==> config.mk <==
export PLATFORM = sky130hd
export DESIGN_NAME = serial_subtractor
export DESIGN_NICKNAME = d
export VERILOG_FILES = /design/src/rtl/serial_subtractor.sv
export SDC_FILE = /design/constraint.sdc
export NUM_CORES = 1
export LEC_CHECK = 0
export ABC_CLOCK_PERIOD_IN_PS = 1500
export CAP_MARGIN = 20
export CORE_AREA = 2 2 61 63
export CTS_BUF_LIST = sky130_fd_sc_hd__clkbuf_16
export DETAILED_ROUTE_END_ITERATION = 16
export DIE_AREA = 0 0 63 65
export GPL_TIMING_DRIVEN = 0
export HOLD_SLACK_MARGIN = 0.08
export PLACE_DENSITY = 0.78
export SYNTH_ARGS = -nofsm -noshare
export SYNTH_HDL_FRONTEND = slang
export SYNTH_SLANG_ARGS = --single-unit
export TNS_END_PERCENT = 100
==> constraint.sdc <==
create_clock -name clk -period 1.5 [get_ports clk]
set_input_delay 0.225 -clock clk [delete_from_list [all_inputs] [get_ports clk]]
set_output_delay 0.225 -clock clk [all_outputs]
set_load 0.01 [all_outputs]
==> src/rtl/serial_subtractor.sv <==
// rtl/serial_subtractor.sv - multi-cycle LSB-first subtractor computing a - b - bin
module serial_subtractor #(
  parameter int WIDTH = 8,
  parameter int STEP  = 1
) (
  input  logic             clk,
  input  logic             rst,
  input  logic             start,
  input  logic [WIDTH-1:0] a,
  input  logic [WIDTH-1:0] b,
  input  logic             bin,
  output logic             busy,
  output logic             done,
  output logic [WIDTH-1:0] diff,
  output logic             bout,
  output logic             ovf
);

  localparam int N  = WIDTH / STEP;
  localparam int CW = (N > 1) ? $clog2(N) : 1;
  localparam logic [CW-1:0] LAST = CW'(N - 1);

  typedef enum logic [1:0] {IDLE, BUSY, DONE} state_t;

  state_t           state;
  logic [WIDTH-1:0] a_q;
  logic [WIDTH-1:0] b_q;
  logic [WIDTH-1:0] res_q;
  logic             borrow;
  logic [CW-1:0]    cnt;

  logic [STEP-1:0]       slice_diff;
  logic                  borrow_next;
  logic                  borrow_msb;
  logic [WIDTH+STEP-1:0] res_cat;
  logic [WIDTH-1:0]      res_next;

  // Ripple the current STEP-bit slice through full-subtractor cells; keep the
  // borrow entering the top cell so the last slice can flag signed overflow.
  always_comb begin
    slice_diff  = '0;
    borrow_next = borrow;
    borrow_msb  = borrow;
    for (int i = 0; i < STEP; i++) begin
      borrow_msb    = borrow_next;
      slice_diff[i] = a_q[i] ^ b_q[i] ^ borrow_next;
      borrow_next   = (~a_q[i] & b_q[i]) | (~(a_q[i] ^ b_q[i]) & borrow_next);
    end
  end

  // New slice enters at the top so the first slice ends up at bit 0 after N shifts.
  assign res_cat  = {slice_diff, res_q};
  assign res_next = res_cat[WIDTH+STEP-1:STEP];

  // Control FSM with registered outputs, operand shifters and result capture.
  always_ff @(posedge clk) begin
    if (rst) begin
      state  <= IDLE;
      busy   <= 1'b0;
      done   <= 1'b0;
      diff   <= '0;
      bout   <= 1'b0;
      ovf    <= 1'b0;
      a_q    <= '0;
      b_q    <= '0;
      res_q  <= '0;
      borrow <= 1'b0;
      cnt    <= '0;
    end else begin
      done <= 1'b0;
      case (state)
        IDLE, DONE: begin
          if (start) begin
            a_q    <= a;
            b_q    <= b;
            borrow <= bin;
            cnt    <= '0;
            busy   <= 1'b1;
            state  <= BUSY;
          end else begin
            busy  <= 1'b0;
            state <= IDLE;
          end
        end
        BUSY: begin
          a_q    <= a_q >> STEP;
          b_q    <= b_q >> STEP;
          res_q  <= res_next;
          borrow <= borrow_next;
          cnt    <= cnt + CW'(1);
          if (cnt == LAST) begin
            diff  <= res_next;
            bout  <= borrow_next;
            ovf   <= borrow_msb ^ borrow_next;
            busy  <= 1'b0;
            done  <= 1'b1;
            state <= DONE;
          end
        end
        default: begin
          busy  <= 1'b0;
          state <= IDLE;
        end
      endcase
    end
  end

endmodule

* After elaboration in Yosys (flattened, before gate mapping)
Cells that the tools add are included.
Cells by class: add/subtract/negate cells 1, bitwise gates (word level) 9, multiplexer cells 15, equal/unequal tests 5, reductions and logical operators 6
Operators by type and width (number):
- $pmux 8 s2 | 2
- $mux 8 | 2
- $pmux 3 s2 | 1
- $mux 1 | 5
- $ne 2x2->1 const B | 2
- $pmux 1 s2 | 2
- $pmux 2 s2 | 1
- $reduce_and 2->1 | 2
- $reduce_or 2->1 | 2
- $add 3x1->3 const B | 1
- $eq 3x3->1 const B | 1
- $mux 3 | 1
- $not 1->1 | 3
- $xor 1x1->1 | 3
- $and 1x1->1 | 2
- $eq 2x1->1 const B | 1
- $eq 2x2->1 const B | 1
- $logic_not 2->1 | 1
- $mux 2 | 1
- $reduce_bool 2->1 | 1
- $or 1x1->1 | 1
Word-level totals: input bits 20, logic and storage cells 47, output and inout bits 12, bits in registers 42

* Logic depth before layout (Yosys ltp)
word-level depth 5, mapped depth 6, gate-level depth less buffers 5

* Least setup slack after synthesis
Ideal clock, no wire load.
path kind reg2reg, from register cnt[0], to register diff[0], setup time 0.070 ns, period minus slack after synthesis 1.315 ns, setup slack 0.185 ns, arrival time 1.245 ns, stages on the path, launching flop included 7, required time 1.430 ns, path buffers 1, cell sequence dfxtp_1 > ha_1 > ha_1 > nand3b_1 > clkbuf_1 > nand2_1 > a21oi_1
On the way: word-level cells in the longest chain between the ends 2
RTL lines:
- from (decl) | line 30 | logic [CW-1:0] cnt;
- from (signal assigned) | line 90 | cnt <= cnt + CW'(1);
- $eq 3x3->1 | line 91 | if (cnt == LAST) begin
- $reduce_and 2->1 (no source line)
- to (signal assigned) | line 92 | diff <= res_next;
- to (decl) | line 14 | output logic [WIDTH-1:0] diff,
No other way between the ends. A chain may end at the register's enable or synchronous reset.

* Worst setup path after layout
from register cnt[0], to register bout
On the way: word-level cells in the longest chain between the ends 2
RTL lines:
- $eq 3x3->1 | line 91
- $reduce_and 2->1 (no source line)
- to (signal assigned) | line 93 | bout <= borrow_next;
- to (decl) | line 15 | output logic bout,
No other way between the ends.

==> metrics.md <==
| Metric | Value |
|---|---|
| Worst Reg2Reg Path Length in Cells | `5` |
| Synth Register Bits | `41` |
| Overall routed net length | `3310 um` |
| Share of cells above drive strength 1 | `0.0840` |
| Syn nets | `223` |
| Most frequent cells in the layout | `64 x nand2_1, 41 x dfxtp_1, 30 x clkdlybuf4s50_1` |
| Gr ovfl total | `0` |
| First-pass GRT wire length | `5750 um` |
| Post-Syn Instances | `200` |
| Final setup fails | `0` |
| Final net count | `260` |
| Largest net degree at the start of global routing | `13` |
| Skew final | `0.00363 ns` |
| Port bufs | `30` |
| Hold EP | `b_q[0]` |
| Fin cells | `286` |
| Max_cap viols | `0` |
| Iter 0 DRT Violations | `59` |
| I/O pin count | `32` |
| Clk_lat worst skew | `0.28 ns` |
| CTS root buf | `clkbuf_16` |
| Fin crit share | `0.946` |
| Ant diodes | `0` |
| Die area | `4100 um2` |
| Initial core utilization | `0.469` |
| Area Growth Syn to Fin | `32.3%` |
| Min-delay worst type | `in -> reg` |
| R2R Path End | `bout` |
| CTS Hold Bufs | `0` |
| Outcome | `completed` |
| R2R Setup Slk | `0.08 ns` |
| Crit path required time | `1.69 ns` |
| Worst Setup Start Kind | `flip-flop` |
| CTS H-tree lvls | `2` |
| Actual slew at the worst max-slew pin | `0.539 ns` |
| Hold depth | `2` |
| Final hold viol count | `0` |
| Vias per cell | `5.05` |
| VDD IR max | `602 uV` |
| Worst Setup Path Type | `reg -> reg` |
| Vias in the first global route | `1321` |
| P per Cell Area | `1210 nW/um2` |
| Final Total Pwr | `2.62 mW` |
| Die width | `63 um` |
| Crit Path Max Fanout | `10` |
| CTS Buf Count | `5` |
| Via count | `1443` |
| Worst Setup End Kind | `flip-flop` |
| Lkg Pwr | `0.800 nW` |
| Syn avg cell area | `8.19 um2` |
| DRT Pass-1 Iters | `4` |
| Rows | `22` |
| Final TNS setup | `0 ns` |
| Ys Warns | `0` |
| Pre-CTS setup slack | `-0.0726 ns` |
| Total GRT Usage | `0.179` |
| Fin. max-slew vios | `0` |
| Leading cell type in the layout, fill and taps excluded | `nand2_1` |
| Num Clock Sinks | `41` |
| Clock Path Buffers | `2` |
| RR Startpoint | `cnt[0]` |
| Wire length per cell | `11.6 um` |
| Routability Congestion | `0.822` |
| RSZ-0062 raised after global routing | `no` |
| Routed Antenna Nets | `0` |
| Setup ws final | `0.0807 ns` |
| Arr. time, crit path | `1.61 ns` |
| Dpl cells | `278` |
| Die Ht | `65 um` |
| Core Region | `3500 um2` |
| Final Hold Slack | `0.217 ns` |
| Clk slew on worst S/H paths | `0.05 ns` |
| Cell area after synthesis | `1640 um2` |
| DP HPWL | `2340 um` |
| Initial antenna violation count | `0` |
| Highest clock rate | `0.705 GHz` |
| Worst Hold Launch | `rst` |
| Seq/Total Area, Yosys | `0.501` |
| Synth unique cells | `23` |
| Max-slew headroom | `0.641` |
| CTS tree | `built` |
| DRC viols | `0` |
| Fin crit period | `1.42 ns` |
[layout make-up]
cell class | count | area (um2)
plain buffers | 16 | 95.1
clock buffers | 5 | 125
clock inverters | 3 | 37.5
fillers | 332 | 1330
inverters | 2 | 7.51
multi-input cells | 140 | 713
flip-flops and latches | 41 | 821
well taps | 48 | 60.1
repair buffers | 31 | 308
[state kept, by name, indices dropped and copies added, names as in the netlist]
| signal | count |
|---|---|
| bout | 1 |
| done | 1 |
| res_q | 7 |
| cnt | 3 |
| ovf | 1 |
| b_q | 8 |
| diff | 8 |
| a_q | 8 |
| state | 2 |
| borrow | 1 |
| busy | 1 |
[worst max-delay path by stage]
| stage | start | to | depth (start not counted) |
|---|---|---|---|
| after floorplan | cnt[0] | diff[0] | 6 |
| after global placement | start | a_q[5] | 6 |
| after detailed placement | start | a_q[1] | 6 |
| after CTS | cnt[0] | diff[2] | 5 |
| after global routing | cnt[0] | bout | 5 |
| final | cnt[0] | bout | 5 |
[Yosys cell counts]
cell | instances | share of area
inv_1 | 2 | 0.0046
or2b_2 | 1 | 0.0053
buf_2 | 5 | 0.015
buf_4 | 5 | 0.023
nand2b_1 | 2 | 0.0076
nor2b_2 | 1 | 0.0053
nand3b_1 | 2 | 0.0092
nand3_1 | 6 | 0.018
nand2_1 | 64 | 0.15
dfxtp_1 | 41 | 0.50
ha_1 | 2 | 0.015
clkbuf_1 | 6 | 0.014
fa_1 | 1 | 0.012
xnor2_1 | 1 | 0.0053
buf_6 | 1 | 0.0069
nor2_1 | 18 | 0.041
a2bb2oi_1 | 1 | 0.0053
a211oi_1 | 1 | 0.0046
o21a_1 | 1 | 0.0046
and3b_1 | 1 | 0.0053
a21oi_1 | 23 | 0.070
a311oi_1 | 14 | 0.075
nor2b_1 | 1 | 0.0038
[report_power, final]
| group | internal, mW | leakage (nW) | switching (mW) |
|---|---|---|---|
| combinational | 0.134 | 0.383 | 0.141 |
| clock | 0.772 | 0.0826 | 0.395 |
| sequential | 1.14 | 0.335 | 0.0316 |
[critical path: stages (launching register included)]
cell and delay [ns]:
dfxtp_1 0.32, ha_1 0.20, ha_1 0.22, and3b_1 0.20, clkbuf_4 0.18, a211oi_1 0.22
[stage by stage]
stage / instance area [um2] / utilization
finish: 2170 / 0.620
global route: 2170 / 0.620
CTS: 2160 / 0.617
detailed placement: 2000 / 0.572
global placement: 2000 / 0.572
floorplan: 1640 / -
[cells by family (layout without fill, tap and decap cells)]
logic type               count (synthesis)  count (layout)  synth area share
AO/OA/AOI/OAI                           40              40             0.160
XOR/XNOR                                 1               1           0.00535
adder cells (fa/ha/maj)                  3               3            0.0275
buffers and inverters                   19              57            0.0634
flip-flops                              41              41             0.501
AND/OR/NAND/NOR                         96              96             0.243
[routing by layer]
layer  up-vias  share of wire  global-route usage
met2        34           0.48               0.295
met1       660           0.46               0.224
li1        743              -                   -
met3         6          0.047              0.0417
met4         0          0.013              0.0750
met5         -              0                   0
[timing repair]
action                                  in CTS  in global routing
pin swaps                                    0                  0
endpoints found under the setup margin       8                  8
buffers inserted                             0                  1
gates resized for setup                      0                  1
(Power assumes the default switching activity.)
